--- config.mk ---
export PLATFORM = sky130hd
export DESIGN_NAME = banner_scroller
export DESIGN_NICKNAME = d
export VERILOG_FILES = /design/src/rtl/banner_pkg.sv /design/src/rtl/banner_window.sv /design/src/rtl/banner_scroller.sv
export SDC_FILE = /design/constraint.sdc
export NUM_CORES = 1
export LEC_CHECK = 0
export CAP_MARGIN = 30
export CORE_UTILIZATION = 39
export DETAILED_ROUTE_END_ITERATION = 10
export PLACE_DENSITY_LB_ADDON = 0.2
export SLEW_MARGIN = 20
export SYNTH_ARGS = -nofsm -noshare
export SYNTH_HDL_FRONTEND = slang
export SYNTH_SLANG_ARGS = --single-unit
export TNS_END_PERCENT = 10
--- constraint.sdc ---
create_clock -name clk -period 3.2 [get_ports clk]
set_clock_uncertainty 0.05 [all_clocks]
set_input_delay 0.32 -clock clk [delete_from_list [all_inputs] [get_ports clk]]
set_output_delay 0.32 -clock clk [all_outputs]
set_load 0.1 [all_outputs]
--- src/rtl/banner_pkg.sv ---
// Shared types and defaults for the banner scroller: FSM encoding, geometry and
// the wrap-around adder used for the scroll offset.
package banner_pkg;

  localparam int BANNER_ROM_W = 70;
  localparam int BANNER_ROWS  = 15;
  localparam int BANNER_WIN_W = 32;
  localparam int ADDR_W       = 5;
  localparam int OFS_W        = 7;

  typedef enum logic [2:0] {
    S_IDLE,
    S_ADDR,
    S_CAPT,
    S_OUT,
    S_DONE
  } state_e;

  // (a + b) mod m for a, b < m, using one compare-and-subtract
  function automatic logic [OFS_W-1:0] wrap_add(input logic [OFS_W-1:0] a,
                                                input logic [OFS_W-1:0] b,
                                                input logic [OFS_W:0]   m);
    logic [OFS_W:0] sum;
    sum = {1'b0, a} + {1'b0, b};
    if (sum >= m) sum = sum - m;
    return sum[OFS_W-1:0];
  endfunction

endpackage

--- src/rtl/banner_window.sv ---
// Combinational rotate-and-slice: picks WIN_W columns of the row buffer starting
// at column (ROM_W-1-offset), wrapping around the bitmap edge.
module banner_window import banner_pkg::*; #(
  parameter int WIN_W = BANNER_WIN_W,
  parameter int ROM_W = BANNER_ROM_W
) (
  input  logic [ROM_W-1:0] buf_i,
  input  logic [OFS_W-1:0] offset_i,
  output logic [WIN_W-1:0] win_o
);

  localparam int DW = $clog2(2 * ROM_W);

  // A doubled copy of the row turns the modulo wrap into a plain slice.
  logic [2*ROM_W-1:0] dbl;
  logic [DW-1:0]      base;

  assign dbl   = {buf_i, buf_i};
  assign base  = DW'(2 * ROM_W - 1) - DW'(offset_i);
  assign win_o = dbl[base -: WIN_W];

endmodule

--- src/rtl/banner_scroller.sv ---
// Banner scroller: reads ROWS bitmap rows from a 1-cycle-latency ROM and streams
// a WIN_W-pixel window per row. Define BANNER_SCROLL_EN to advance the window by
// STEP columns after every frame; otherwise the window is fixed at offset 0.
module banner_scroller import banner_pkg::*; #(
  parameter int WIN_W = BANNER_WIN_W,
  parameter int ROM_W = BANNER_ROM_W,
  parameter int ROWS  = BANNER_ROWS,
  parameter int STEP  = 1
) (
  input  logic              clk,
  input  logic              rst_n,
  input  logic              start,
  output logic [ADDR_W-1:0] rom_address,
  input  logic [ROM_W-1:0]  rom_data,
  output logic [WIN_W-1:0]  row_data,
  output logic [ADDR_W-1:0] row_index,
  output logic              row_valid,
  input  logic              row_ready,
  output logic              busy,
  output logic              frame_done
);

  localparam logic [ADDR_W-1:0] LAST_ROW = ADDR_W'(ROWS - 1);

  if (STEP < 0 || STEP >= ROM_W || WIN_W < 1 || WIN_W > ROM_W) begin : g_param_chk
    $error("banner_scroller: parameter out of range");
  end

  state_e            state_q;
  logic [ADDR_W-1:0] row_cnt_q;
  logic [ADDR_W-1:0] rom_addr_q;
  logic [ROM_W-1:0]  buf_q;
  logic [ADDR_W-1:0] row_idx_q;
  logic              row_vld_q;
  logic              busy_q;
  logic              done_q;
  logic [OFS_W-1:0]  offset;

`ifdef BANNER_SCROLL_EN
  logic [OFS_W-1:0] offset_q;
  logic [OFS_W-1:0] offset_d;

  assign offset_d = wrap_add(offset_q, OFS_W'(STEP), (OFS_W+1)'(ROM_W));

  always_ff @(posedge clk) begin
    if (!rst_n)                offset_q <= '0;
    else if (state_q == S_DONE) offset_q <= offset_d;
  end

  assign offset = offset_q;
`else
  assign offset = '0;
`endif

  always_ff @(posedge clk) begin
    if (!rst_n) begin
      state_q    <= S_IDLE;
      row_cnt_q  <= '0;
      rom_addr_q <= '0;
      buf_q      <= '0;
      row_idx_q  <= '0;
      row_vld_q  <= 1'b0;
      busy_q     <= 1'b0;
      done_q     <= 1'b0;
    end else begin
      case (state_q)
        S_IDLE: begin
          if (start) begin
            state_q    <= S_ADDR;
            row_cnt_q  <= '0;
            rom_addr_q <= '0;
            busy_q     <= 1'b1;
          end
        end
        S_ADDR: state_q <= S_CAPT;
        // ROM data for the address presented in ADDR is valid now
        S_CAPT: begin
          buf_q     <= rom_data;
          row_idx_q <= row_cnt_q;
          row_vld_q <= 1'b1;
          state_q   <= S_OUT;
        end
        S_OUT: begin
          if (row_ready) begin
            row_vld_q <= 1'b0;
            if (row_cnt_q == LAST_ROW) begin
              state_q <= S_DONE;
              done_q  <= 1'b1;
            end else begin
              row_cnt_q  <= row_cnt_q + 1'b1;
              rom_addr_q <= row_cnt_q + 1'b1;
              state_q    <= S_ADDR;
            end
          end
        end
        S_DONE: begin
          done_q  <= 1'b0;
          busy_q  <= 1'b0;
          state_q <= S_IDLE;
        end
        default: state_q <= S_IDLE;
      endcase
    end
  end

  banner_window #(
    .WIN_W (WIN_W),
    .ROM_W (ROM_W)
  ) u_win (
    .buf_i    (buf_q),
    .offset_i (offset),
    .win_o    (row_data)
  );

  assign rom_address = rom_addr_q;
  assign row_index   = row_idx_q;
  assign row_valid   = row_vld_q;
  assign busy        = busy_q;
  assign frame_done  = done_q;

endmodule

==> metrics.md, run 1 <==
| Metric | Value |
|---|---|
| Status | complete, no violations |
| Initial Util | about two fifths |
| Hold Path Class | reg2reg |
| Overall power | approximately 1400 uW |
| Die width | 71.76 um |
| Routability cong. | 0.8491 |
| Detailed placement HPWL | around 2.8 mm |
| Worst vdd ir | around 0.28 mV |
| Final setup fails | 0 |
| Fillers | 435 |
| Core ar. | 0.004692 sq mm |
| Netlist Area Pre-Place | about 0.0019 sq mm |
| Crit path kind | reg2out |
| Top_reg_cell synth | dfxtp_1 |
| Fmax | about 440 MHz |
| Pre-Repair DR Iteration Count | 3 |
| Ant. Diodes | 0 |
| Congestion Overflow GR | 0 |
| Worst slew pin tran | 1.007 ns |
| Vias in the first global route | 1479 |
| Synth top area share | between 50% and 60% |
| Slew HR | around a third |
| Sequential cell area | 960.9 sq um |
| Drt initial violations | 94 |
| Cell taking the most area after synthesis | dfxtp_1 |
| Crit share post-route | roughly 71% |
| Nets | 375 |
| Synth Area per Inst | 8.436 sq um |
| LEAKAGE | 0.0009756 uW |
| Pre-CTS setup slack | 0.9812 ns |
| Top cell family by delay on the critical path | buffers and inverters |
| Max-slew violations | 0 |
| Critical Path Start Type | flip-flop |
| Crit Path Max Fanout | 7 |
| Critical Path Max Stage Delay | 1.18 ns |
| Critical-path top delay cell | clkdlybuf4s50_1 |
| Post-CTS Setup Bufs | 0 |
| Seq/Total Area, Yosys | 50.63% |
| Global-route wire length before repair | 6.768 mm |
| Min cycle time layout | 2.285 ns |
| Clock Sinks | 48 |
| Most frequent cells after synthesis | nand2_1 (78), dfxtp_1 (48), a21oi_1 (40) |
| YS warnings | 0 |
| Post-synth EDFFs | 0 |
| Final hold vios | 0 |
| Stages on the worst setup path | 1 |
| R2R setup slack | 1.33 ns |
| Buf/Inv on CP | 1 |
| H-tree depth | 2 |
| Clock tree buffer depth | 2 |
| Setup TNS | 0 ns |
| Multi-input gate area in the final layout | roughly 800 sq um |
| Count leader, synth | nand2_1 |
| Clk Latency, worst-skew pair | 0.29 ns |
| R2R depth | 4 |
| Clock-pin slew on the worst setup and hold paths | 0.08 ns |
| Initial antenna violation count | 0 |
| Ranking of synthesized cells by area | dfxtp_1 (51%), nand2_1 (15%), a21oi_1 (11%), buf_6 (4.2%), and4b_1 (1.6%) |
| FP Rows | 25 |
| IO Pins | 119 |
| Pwr dens | 513.7 mW/mm^2 |
| Post_cts resized | 0 |
| Routed vias/inst | 4.822 |
| Crit end category | output port |
| CP Cell Sequence | clkdlybuf4s50_1 |
| Share of cells above drive strength 1 | 5.667% |
| Ys async rst share | 0% |
| Wire per inst | 12.07 um |
| RSZ-0062 raised after global routing | false |
| CTS tree | yes |
| CTS Buf Count | 5 |
| Mapped Cells | 225 |
| Root Driver | clkbuf_8 |
| Synthesized net count | 301 |
| # port buffers | 80 |
| Vias | 1707 |
| Die Y | 71.76 um |
| CP arrival | approximately 1.9 ns |
| Syn-to-layout area delta | 45.68% |
| Hold path cells | 2 |
| Largest net degree at the start of global routing | 38 |
| Synthesis-stage register bit count | 48 |
| Fin worst setup slack | 0.9150 ns |
| DRT antenna net count | 0 |
| Worst Path Required | 2.83 ns |
| GRT Total Usage | 16.70% |
| Hold-fix buffers, CTS | 0 |
| # DRC | 0 |
| Die area | 0.005150 sq mm |
| Yosys cell types | 32 |
| Total Wirelength | about 4.3 mm |
| Max Cap Viol | 0 |
## flip-flops by register name (all words and copies together), names as in the netlist
name,count
frame_done,1
row_valid,1
state_q,3
buf_q,32
rom_address,5
busy,1
row_index,5
## metal layers
| metal | track usage (%) | vias up | share of wire, % |
|---|---|---|---|
| met5 | 0 | - | 0 |
| met4 | 4.575 | 0 | 0.89 |
| met3 | 5.345 | 5 | 6.5 |
| met2 | 26.62 | 54 | 42 |
| met1 | 21.83 | 746 | 50 |
| li1 | - | 902 | - |
## cell type report
class	count	share of cell area, %
clock buffers	7	3.122
clock inverters	1	0.2715
inverters	3	0.4072
multi-input cells	157	29.14
flip-flops and latches	48	34.75
well taps	54	2.443
repair buffers	84	29.86
## path summary, 6_finish.rpt
kind / start / to
max: rom_address[1]$_SDFFE_PN0P_ / rom_address[1]
min: buf_q[45]$_SDFFE_PN0P_ / buf_q[45]$_SDFFE_PN0P_
max reg2reg: state_q[1]$_SDFFE_PN0P_ / buf_q[50]$_SDFFE_PN0P_
min reg2reg: buf_q[45]$_SDFFE_PN0P_ / buf_q[45]$_SDFFE_PN0P_
## layout by cell type (no fill, tap or decap), types with 2 or more instances in the layout
cell type and count:
nand2_1 78, clkdlybuf4s50_1 78, dfxtp_1 48, a21oi_1 40, clkbuf_8 6, buf_4 6
a31oi_1 4, inv_1 3, and4b_1 3, nor2_1 2, and3_1 2, nor4_1 2
nand4b_1 2, o21ai_0 2, a211oi_1 2, nand3_1 2, and4_1 2, nand2b_1 2
ha_1 2
## cells by family (layout without fill, tap and decap cells)
family / after synthesis / count (layout) / share of synthesized area (%)
flops: 48 / 48 / 50.63
simple gates: 100 / 100 / 24.32
mux: 1 / 1 / 0.5274
fa+ha+maj: 2 / 2 / 1.318
buf+inv: 20 / 95 / 7.251
compound gates: 54 / 54 / 15.95
## report_power, final
group	leakage [uW]	internal, uW	switching (uW)	total, uW
Combinational	0.000541	116	285	400
Sequential	0.000390	628	21.0	649
Clock	0.0000445	176	195	371
Total	0.000976	919	501	1420
## stage by stage
stage	hold WS, ns	instance area (sq um)	instances	utilization (%)
4_1_cts	0.4081	2765	354	58.93
2_1_floorplan	0.4060	1898	225	-
6_report	0.4053	2765	354	58.93
3_5_place_dp	0.3957	2671	346	56.93
3_3_place_gp	0.3911	2671	346	56.93
5_1_grt	0.4247	2765	354	58.93
Power figures use the tool's default switching activity.
==> run 2, diff against run 1 <==
--- a/config.mk
+++ b/config.mk
@@ -6,7 +6,7 @@
 export NUM_CORES = 1
 export LEC_CHECK = 0
 export CAP_MARGIN = 30
-export CORE_UTILIZATION = 39
+export CORE_UTILIZATION = 36
 export DETAILED_ROUTE_END_ITERATION = 10
 export PLACE_DENSITY_LB_ADDON = 0.2
 export SLEW_MARGIN = 20
==> constraint.sdc (replaced) <==
create_clock -name clk -period 2.3 [get_ports clk]
set_clock_uncertainty 0.05 [all_clocks]
set_input_delay 0.23 -clock clk [delete_from_list [all_inputs] [get_ports clk]]
set_output_delay 0.23 -clock clk [all_outputs]
set_load 0.1 [all_outputs]
==> metrics.md, run 2 (synthesis results as in run 1) <==
| Metric | Value |
|---|---|
| Status | complete, no violations |
| FP Rows | 26 (+4.0%) |
| R2R setup slack | 0.71 ns (-0.62 ns) |
| R2R depth | 4 (unchanged) |
| Commonest non-fill, non-tap cells in the layout | nand2_1 (78), dfxtp_1 (48), buf_4 (48), a21oi_1 (40), clkdlybuf4s50_1 (35) |
| Post-CTS Setup Bufs | 0 (unchanged) |
| GRT Total Usage | 14.95% (-1.7 points) |
| Core ar. | 0.005107 sq mm (+8.9%) |
| Clock-pin slew on the worst setup and hold paths | 0.08 ns (about the same) |
| Die area | 0.005567 sq mm (+8.1%) |
| Vias in the first global route | 1382 (-6.6%) |
| Max-slew violations | 0 (unchanged) |
| Share of cells above drive strength 1 | 20.00% (+14 points) |
| Clock tree buffer depth | 2 (unchanged) |
| R2R Path End | buf_q[41]$_SDFFE_PN0P_ |
| Total Wirelength | 4.227 mm (-1.1%) |
| Routed vias/inst | 4.695 (-2.6%) |
| Final setup fails | 0 (unchanged) |
| Critical-path top delay cell | dfxtp_1 |
| Worst vdd ir | 0.3375 mV (+22%) |
| Syn-to-layout area delta | 42.45% |
| RSZ-0062 raised after global routing | false |
| Global-route wire length before repair | 6.341 mm (-6.3%) |
| Power share of the sequential group | 44.2% (-1.5 points) |
| Fmax | 627.2 MHz |
| Critical Path Max Stage Delay | 0.51 ns (-0.67 ns) |
| # DRC | 0 (unchanged) |
| Drt initial violations | 79 (-16%) |
| Overall power | 2041 uW (+44%) |
| Initial Util | 37.16% (-3.3 points) |
| Multi-input gate area in the final layout | 805.8 sq um (unchanged) |
| Post_cts resized | 0 (unchanged) |
| Root Driver | clkbuf_8 |
| Reg-to-Reg Start | state_q[1]$_SDFFE_PN0P_ |
| Ant. Diodes | 0 (unchanged) |
| Setup TNS | 0 ns (unchanged) |
| CTS Buf Count | 5 (unchanged) |
| Nets | 375 (unchanged) |
| Routability cong. | 0.7891 (-7.1%) |
| Worst Path Required | 2.47 ns (-0.36 ns) |
| Min cycle time layout | 1.594 ns |
| Crit end category | flip-flop |
| Comb power frac | 26.9% (-1.3 points) |
| Congestion Overflow GR | 0 (unchanged) |
| Worst hold endpoint | buf_q[44]$_SDFFE_PN0P_ |
| Top cell family by delay on the critical path | simple AND/OR/NAND/NOR gates |
| Max Cap Viol | 0 (unchanged) |
| # port buffers | 80 (unchanged) |
| Crit Path Max Fanout | 31 (+24) |
| Startpoint of the worst hold path | buf_q[44]$_SDFFE_PN0P_ |
| Clk Latency, worst-skew pair | 0.29 ns (about the same) |
| Sw Pwr | 692.7 uW (+38%) |
| IO Pins | 119 (unchanged) |
| Largest register FFs | 32 (unchanged) |
| Pwr dens | 754.9 mW/mm^2 (+47%) |
| Net Sw Frac | 33.94% (-1.3 points) |
| Wire per inst | 11.42 um (-5.4%) |
| Clock Sinks | 48 (unchanged) |
| Int Power | 1348 uW (+47%) |
| Buf/Inv on CP | 1 (unchanged) |
| H-tree depth | 2 (unchanged) |
| Final hold vios | 0 (unchanged) |
| Fillers | 507 (+17%) |
| Vias | 1737 (+1.8%) |
| Die width | 74.61 um (+4.0%) |
| Initial antenna violation count | 0 (unchanged) |
| Fin util | 52.94% (-6.0 points) |
| Die Y | 74.61 um (+4.0%) |
| CTS tree | yes |
| Worst slew pin tran | 0.4880 ns (-0.5193 ns) |
| Commonest non-fill, non-tap cell in the layout | nand2_1 |
| Hold path cells | 2 (unchanged) |
| Pre-Repair DR Iteration Count | 4 (+1) |
| CP arrival | 1.77 ns (-0.14 ns) |
| Largest net degree at the start of global routing | 38 (unchanged) |
| CP Cell Sequence | nor3b_4, buf_12, nand2_1, a21oi_1 |
| Largest Register | buf_q |
| Hold Path Class | reg2reg |
| Sequential cell area | 960.9 sq um (unchanged) |
| Critical Path Start Type | flip-flop |
| Slew HR | 67.43% (+35 points) |
| Hold-fix buffers, CTS | 0 (unchanged) |
| DRT antenna net count | 0 (unchanged) |
| Crit share post-route | just under 70% |
| Crit path kind | reg2reg |
| Detailed placement HPWL | 2.817 mm (about the same) |
| LEAKAGE | 0.001073 uW (+10%) |
| Clock power frac | 28.9% (+2.8 points) |
## run 2: cell types whose count changed in the layout (fill, tap and decap cells not counted), sizes merged
cell,previous run,this run
buf,6,49
bufinv,0,1
clkbuf,7,6
clkdlybuf4s50,78,35
clkinv,0,1
clkinvlp,1,0
## run 2: worst max path at each step
stage / start / to / slack [ns] / cells after the start
3_5_place_dp: start / rom_address[2]$_SDFFE_PN0P_ / 0.63 / 4
5_1_grt: state_q[1]$_SDFFE_PN0P_ / buf_q[57]$_SDFFE_PN0P_ / 0.55 / 4
6_report: state_q[1]$_SDFFE_PN0P_ / buf_q[41]$_SDFFE_PN0P_ / 0.71 / 4
4_1_cts: state_q[1]$_SDFFE_PN0P_ / buf_q[41]$_SDFFE_PN0P_ / 0.68 / 4
2_1_floorplan: rom_address[0]$_SDFFE_PN0P_ / rom_address[3]$_SDFFE_PN0P_ / 0.16 / 5
3_3_place_gp: start / rom_address[3]$_SDFFE_PN0P_ / 0.64 / 4
## run 2: routing by layer
layer	GRT usage (%)	wire length (um)	up-vias
met1	18.64	1977	775
met2	24.02	1817	58
met3	5.355	375	5
li1	-	-	899
met5	0	0	-
met4	5.031	55	0
## run 2: power groups by stage
| stage | combinational (uW) | clock, uW | sequential (uW) |
|---|---|---|---|
| 2_1_floorplan | 146 | 0 | 1190 |
| 3_3_place_gp | 553 | 0 | 921 |
| 3_5_place_dp | 553 | 0 | 923 |
| 4_1_cts | 554 | 615 | 903 |
| 5_1_grt | 577 | 647 | 909 |
| 6_report | 548 | 590 | 902 |
## run 2: layout make-up
class	count	area share, %
sequential	48	35.54
clock inverter	2	1.296
tap	70	3.239
clock buffer	6	2.684
inverter	3	0.4165
timing repair buffer	84	27.02
multi-input combinational	157	29.80
## run 2: tightest hold or removal path, delay by kind of cell, from the launching register on
family           cells  cell delay, ns
AO/OA/AOI/OAI        1            0.05
flip-flops           1            0.31
AND/OR/NAND/NOR      1            0.05
## run 2: stage by stage
step	instance area (sq um)	std cells	hold WS (ns)	setup slack (ns)
after CTS	2704	370	0.4069	0.6802
final	2704	370	0.4061	0.7056
after detailed placement	2596	362	0.3968	0.6265
after floorplan	1898	225	0.3160	0.1594
after global placement	2596	362	0.3931	0.6356
after global routing	2704	370	0.4202	0.5532
